$ cat src/rtl/ftdi_pkg.sv
// Shared definitions for the FTDI FT245 synchronous-FIFO link (receiver and transmitter).
package ftdi_pkg;

    localparam int BYTE_LANES = 4;
    localparam int IDX_W      = $clog2(BYTE_LANES);

    typedef enum logic [1:0] {
        ST_IDLE = 2'd0,
        ST_TURN = 2'd1,
        ST_SEND = 2'd2
    } tx_state_t;

endpackage

$ cat src/rtl/ftdi_tx.sv
// FT245 synchronous-FIFO transmitter: serializes 32-bit words LSB-first onto ft_d,
// honouring ft_txe back-pressure and an external bus grant.
module ftdi_tx
    import ftdi_pkg::*;
#(
    parameter int CNT_W = 16
) (
    input  logic             clk,
    input  logic             reset_n,
    input  logic [31:0]      in_data,
    input  logic             in_valid,
    input  logic             in_last,
    output logic             in_ready,
    input  logic             bus_grant,
    input  logic             ft_txe,
    output logic [7:0]       ft_d_out,
    output logic             ft_d_oe,
    output logic             ft_wr,
    output logic             ft_siwu,
    output logic             busy,
    output logic [CNT_W-1:0] tx_bytes
);

    tx_state_t        state, state_nxt;
    logic [31:0]      word;
    logic [IDX_W-1:0] idx;
    logic             word_v, word_v_nxt, last_f;
    logic             accept, word_done, load, wr_nxt;

    // A byte leaves only when the strobe was low and the FTDI had room at this edge.
    assign accept     = ~ft_wr & ~ft_txe;
    assign word_done  = accept & (idx == IDX_W'(BYTE_LANES - 1));
    assign in_ready   = ~word_v | word_done;
    assign load       = in_valid & in_ready;
    assign word_v_nxt = load | (word_v & ~word_done);

    assign ft_d_oe  = (state != ST_IDLE);
    assign ft_d_out = ft_d_oe ? word[{idx, 3'b000} +: 8] : '0;
    assign busy     = word_v | ft_d_oe;

    always_ff @(posedge clk or negedge reset_n) begin
        if (!reset_n) begin
            word     <= '0;
            idx      <= '0;
            word_v   <= 1'b0;
            last_f   <= 1'b0;
            ft_siwu  <= 1'b1;
            tx_bytes <= '0;
        end else begin
            if (load) begin
                word   <= in_data;
                last_f <= in_last;
                idx    <= '0;
            end else if (accept) begin
                idx <= idx + 1'b1;
            end
            word_v  <= word_v_nxt;
            ft_siwu <= ~(word_done & last_f);
            if (accept)
                tx_bytes <= tx_bytes + CNT_W'(1);
        end
    end

    always_ff @(posedge clk or negedge reset_n) begin
        if (!reset_n) begin
            state <= ST_IDLE;
            ft_wr <= 1'b1;
        end else begin
            state <= state_nxt;
            ft_wr <= wr_nxt;
        end
    end

    always_comb begin
        state_nxt = state;
        unique case (state)
            ST_IDLE: if (word_v & bus_grant) state_nxt = ST_TURN;
            ST_TURN: state_nxt = bus_grant ? ST_SEND : ST_IDLE;
            ST_SEND: if (~word_v_nxt | ~bus_grant) state_nxt = ST_IDLE;
            default: state_nxt = ST_IDLE;
        endcase
    end

    // Strobe is only pulled low when staying in SEND with data and FIFO room.
    always_comb begin
        wr_nxt = 1'b1;
        unique case (state)
            ST_TURN, ST_SEND:
                if (state_nxt == ST_SEND)
                    wr_nxt = ~(word_v_nxt & bus_grant & ~ft_txe);
            default: wr_nxt = 1'b1;
        endcase
    end

endmodule

$ cat config.mk
export PLATFORM = sky130hd
export DESIGN_NAME = ftdi_tx
export DESIGN_NICKNAME = d
export VERILOG_FILES = /design/src/rtl/ftdi_pkg.sv /design/src/rtl/ftdi_tx.sv
export SDC_FILE = /design/constraint.sdc
export NUM_CORES = 1
export LEC_CHECK = 0
export BUFFER_PORTS_ARGS = -buffer_cell sky130_fd_sc_hd__buf_2
export CORE_MARGIN = 5
export CORE_UTILIZATION = 54
export CTS_BUF_LIST = sky130_fd_sc_hd__clkbuf_2 sky130_fd_sc_hd__clkbuf_4 sky130_fd_sc_hd__clkbuf_8
export DETAILED_ROUTE_END_ITERATION = 16
export GPL_ROUTABILITY_DRIVEN = 0
export GPL_TIMING_DRIVEN = 0
export PLACE_DENSITY = 0.79
export REMOVE_ABC_BUFFERS = 1
export SYNTH_ARGS = -nofsm -noshare
export SYNTH_HDL_FRONTEND = slang
export SYNTH_SLANG_ARGS = --single-unit
$ cat constraint.sdc
create_clock -name clk -period 2.15 [get_ports clk]
set_input_delay 0.1075 -clock clk [delete_from_list [all_inputs] [get_ports clk]]
set_output_delay 0.1075 -clock clk [all_outputs]
set_load 0.01 [all_outputs]
==> results.md <==
* Clock Power Share at about 28%
* Commonest cells post-synth: dfrtp_1 (54), mux2_2 (34), xnor2_1 (9)
* CTS sink cnt at between 50 and 60
* Post-DP Area at between 0.002 and 0.003 sq mm
* #FFs+latches synth at 56
* Yosys warns at 0
* Post-synthesis simple-gate area fraction at between 10% and 20%
* Port Buffer Count at 66
* First-pass GRT wire length at approximately 8000 um
* Synth Flop Type: dfrtp_1
* DRT antenna net count at 0
* Vias in the first global route at between 1500 and 2000
* Switching portion of total power at 28.0%
* Pin count of the biggest net entering global routing at 57
* Clk slew on worst S/H paths at approximately 0.10 ns
* CTS H-tree lvls at 2
* RSZ-0062 raised after global routing: no
* Maximum Capacitance Violations at 0
* Top-count cell post-synth: dfrtp_1
* Least-Margin Pin Slew at approximately 0.45 ns
* IR Drop Worst-Case VDD at between 400 and 500 uV
* Die Y-Extent at 79.3 um
* Core Box Area at about 0.0047 sq mm
* Post-layout nets at 303
* Number of buffers created by CTS at 5
* Crit path required time at between 2 and 2.5 ns
* Post-Syn Instances at 190
* Clock latency on the worst-skew pair at roughly 0.30 ns
* Post-DR wirelength/cell at about 15 um
* Via density at 5.40
* Io pins at 67
* Synth-to-layout area growth at 21.3%
* Sequential share of the synthesized area at between 50 and 60%
* Number of synthesized flops with an enable pin at 0
* Initial antenna violation count at 0
* Crit path max fanout at 33
* Mapped cell area at roughly 0.0026 sq mm
* Post-Synth Adder-Cell Area at under 10%
* Power density cells at 912 mW/mm^2
* P_sw at approximately 0.80 mW
* F_max at just over 500 MHz
* DRT iter0 DRCs at 99
* DR pass1 iterations at 4
* Post-synth top area share at between 50% and 60%
* CTS tree: yes
* Fin. Hold Viols at 0
* Max-slew violations at 0
* Syn avg cell area at about 14 sq um
* Dpl ws at -0.438 ns
* DR vias at 1696
* Layout Skew at around 0.0094 ns
* Fraction of final layout cells with drive strength greater than 1 at between 40% and 50%
* Outcome: finished clean
* Die width at 79.3 um
* Xor and xnor area share after synthesis at approximately 5.4%
* Grt total ovfl at 0
* Post-route setup slack at ~0.16 ns
* Combinational share of power at between 20% and 30%
* Final period utilization at 92.5%
* Gr usage total at 16.7%
* Worst EP arrival at between 2 and 2.5 ns
* Final setup violation count at 0
* Asr flop ratio synth at between 90% and 100%
* Total chip power at 2.86 mW
* Synth Area in Compound Gates at under 10%
* Initial Util at around 55%
* Tightest Hold Check Type: in2reg
* Finished Cell Area at around 0.0031 sq mm
* # DRC at 0
* Post-synth top area cell: dfrtp_1
* Internal power at between 2 and 2.5 mW
* Routed WL at 4790 um
* Main combinational cell family by area after synthesis: multiplexers
* Multiplexer share of the synthesized area at between 20% and 30%
* Bufs on Longest Clock Path at 2
* Reg power frac at between 40% and 50%
* Antenna cells at 0
* # rows at 25
* Minimum clock period at between 1.5 and 2 ns
* Netlist cell types at 33
* TNS Setup at 0 ns
* Slew Limit Headroom at 69.9%
* Top post-synthesis cells by area: dfrtp_1 (52%), mux2_2 (15%), mux4_2 (7.0%)
* Critical Path End Type: register
* Leakage at 1.51 nW
* Die area at approximately 0.0063 sq mm
* CP Class: reg2reg
* Dpl hpwl at between 3000 and 4000 um
* Post-Layout Cell Count at ~310
* Cell chosen for the clock root: clkbuf_8
* DP Cell Count at 304
* Crit path launch type: register
## flip-flops by register name, indices dropped and copies added (netlist names)
signal,count
last_f,1
ft_wr,1
word_v,1
state,2
word,32
ft_siwu,1
idx,2
tx_bytes,16
## layout make-up
class                      count  area (sq um)
sequential                    56          1410
timing repair buffer          68           360
inverter                       8          30.0
clock inverter                 2          60.1
fill                         362          1550
multi-input combinational    120          1140
clock buffer                   6          76.3
tap                           54          67.6
## power by group through the flow
stage	registers, mW	logic, mW	clock network [mW]
after floorplan	1.32	0.472	0
after global placement	1.36	0.693	0
after detailed placement	1.37	0.712	0
after CTS	1.35	0.713	0.825
after global routing	1.38	0.791	0.874
final	1.35	0.711	0.803
## cell families after synthesis
| kind of cell | Yosys count |
|---|---|
| multiplexers | 43 |
| XOR/XNOR | 16 |
| flip-flops | 56 |
| adder cells (fa/ha/maj) | 6 |
| AO/OA/AOI/OAI | 10 |
| AND/OR/NAND/NOR | 45 |
| buffers and inverters | 14 |
## worst paths after layout
path / start / endpoint / slack, ns / depth (start not counted)
worst max-delay path: idx[0]$_DFFE_PN0P_ / word[3]$_DFFE_PN0P_ / 0.16 / 5
worst min-delay path: in_data[28] / word[28]$_DFFE_PN0P_ / 0.03 / 2
worst max register to register: idx[0]$_DFFE_PN0P_ / word[3]$_DFFE_PN0P_ / 0.16 / 5
worst min register to register: last_f$_DFFE_PN0P_ / ft_siwu$_DFF_PN1_ / 0.41 / 1
max in group asynchronous: reset_n / word[7]$_DFFE_PN0P_ / 1.39 / 3
min in group asynchronous: reset_n / word[5]$_DFFE_PN0P_ / 0.22 / 2
## worst max-delay path, stage by stage, from the launching register on
cell,delay [ns]
dfrtp_4,0.59
ha_1,0.23
nor3b_2,0.17
nand2b_2,0.26
nand2_8,0.24
mux2_2,0.37
## repair_timing
item                                    4_1_cts  5_1_grt
endpoints found under the setup margin       33       33
buffers inserted                              0        0
gates resized for setup                       3        3
hold endpoints to repair                      0       12
pin swaps                                     0        1
hold buffers                                  0        1
## cell usage in the layout, fill, tap and decap left out, drive strengths merged, types with 2 or more instances in the layout
master | synthesis | layout
clkbuf | 1 | 6
nand4 | 2 | 2
dfstp | 2 | 2
nand2 | 9 | 9
a31oi | 2 | 2
or3 | 2 | 2
xnor2 | 9 | 9
nand2b | 3 | 3
buf | 5 | 67
xor2 | 7 | 7
nand3 | 3 | 3
nor2 | 4 | 4
nand3b | 2 | 2
o21ai | 4 | 4
bufinv | 0 | 2
a21oi | 3 | 3
inv | 8 | 8
dfrtp | 54 | 54
ha | 6 | 6
and2 | 8 | 8
nor3 | 7 | 7
mux4 | 8 | 8
mux2 | 34 | 34
## metal layers
metal  up-vias  global-route usage, %  routed length, um
li1        811                      -                  -
met1       819                   22.2               2240
met2        60                   26.5               2180
met3         6                   3.74                298
met4         0                   6.70                 72
met5         -                      0                  0
## through the flow
step           utilization, %  hold WS (ns)
2_1_floorplan               -        -0.188
3_3_place_gp             62.9         0.340
3_5_place_dp             62.9         0.344
4_1_cts                  66.0        0.0210
5_1_grt                  66.9        0.0126
6_report                 66.9        0.0286
Note: power is estimated with default switching activity, not from simulation.
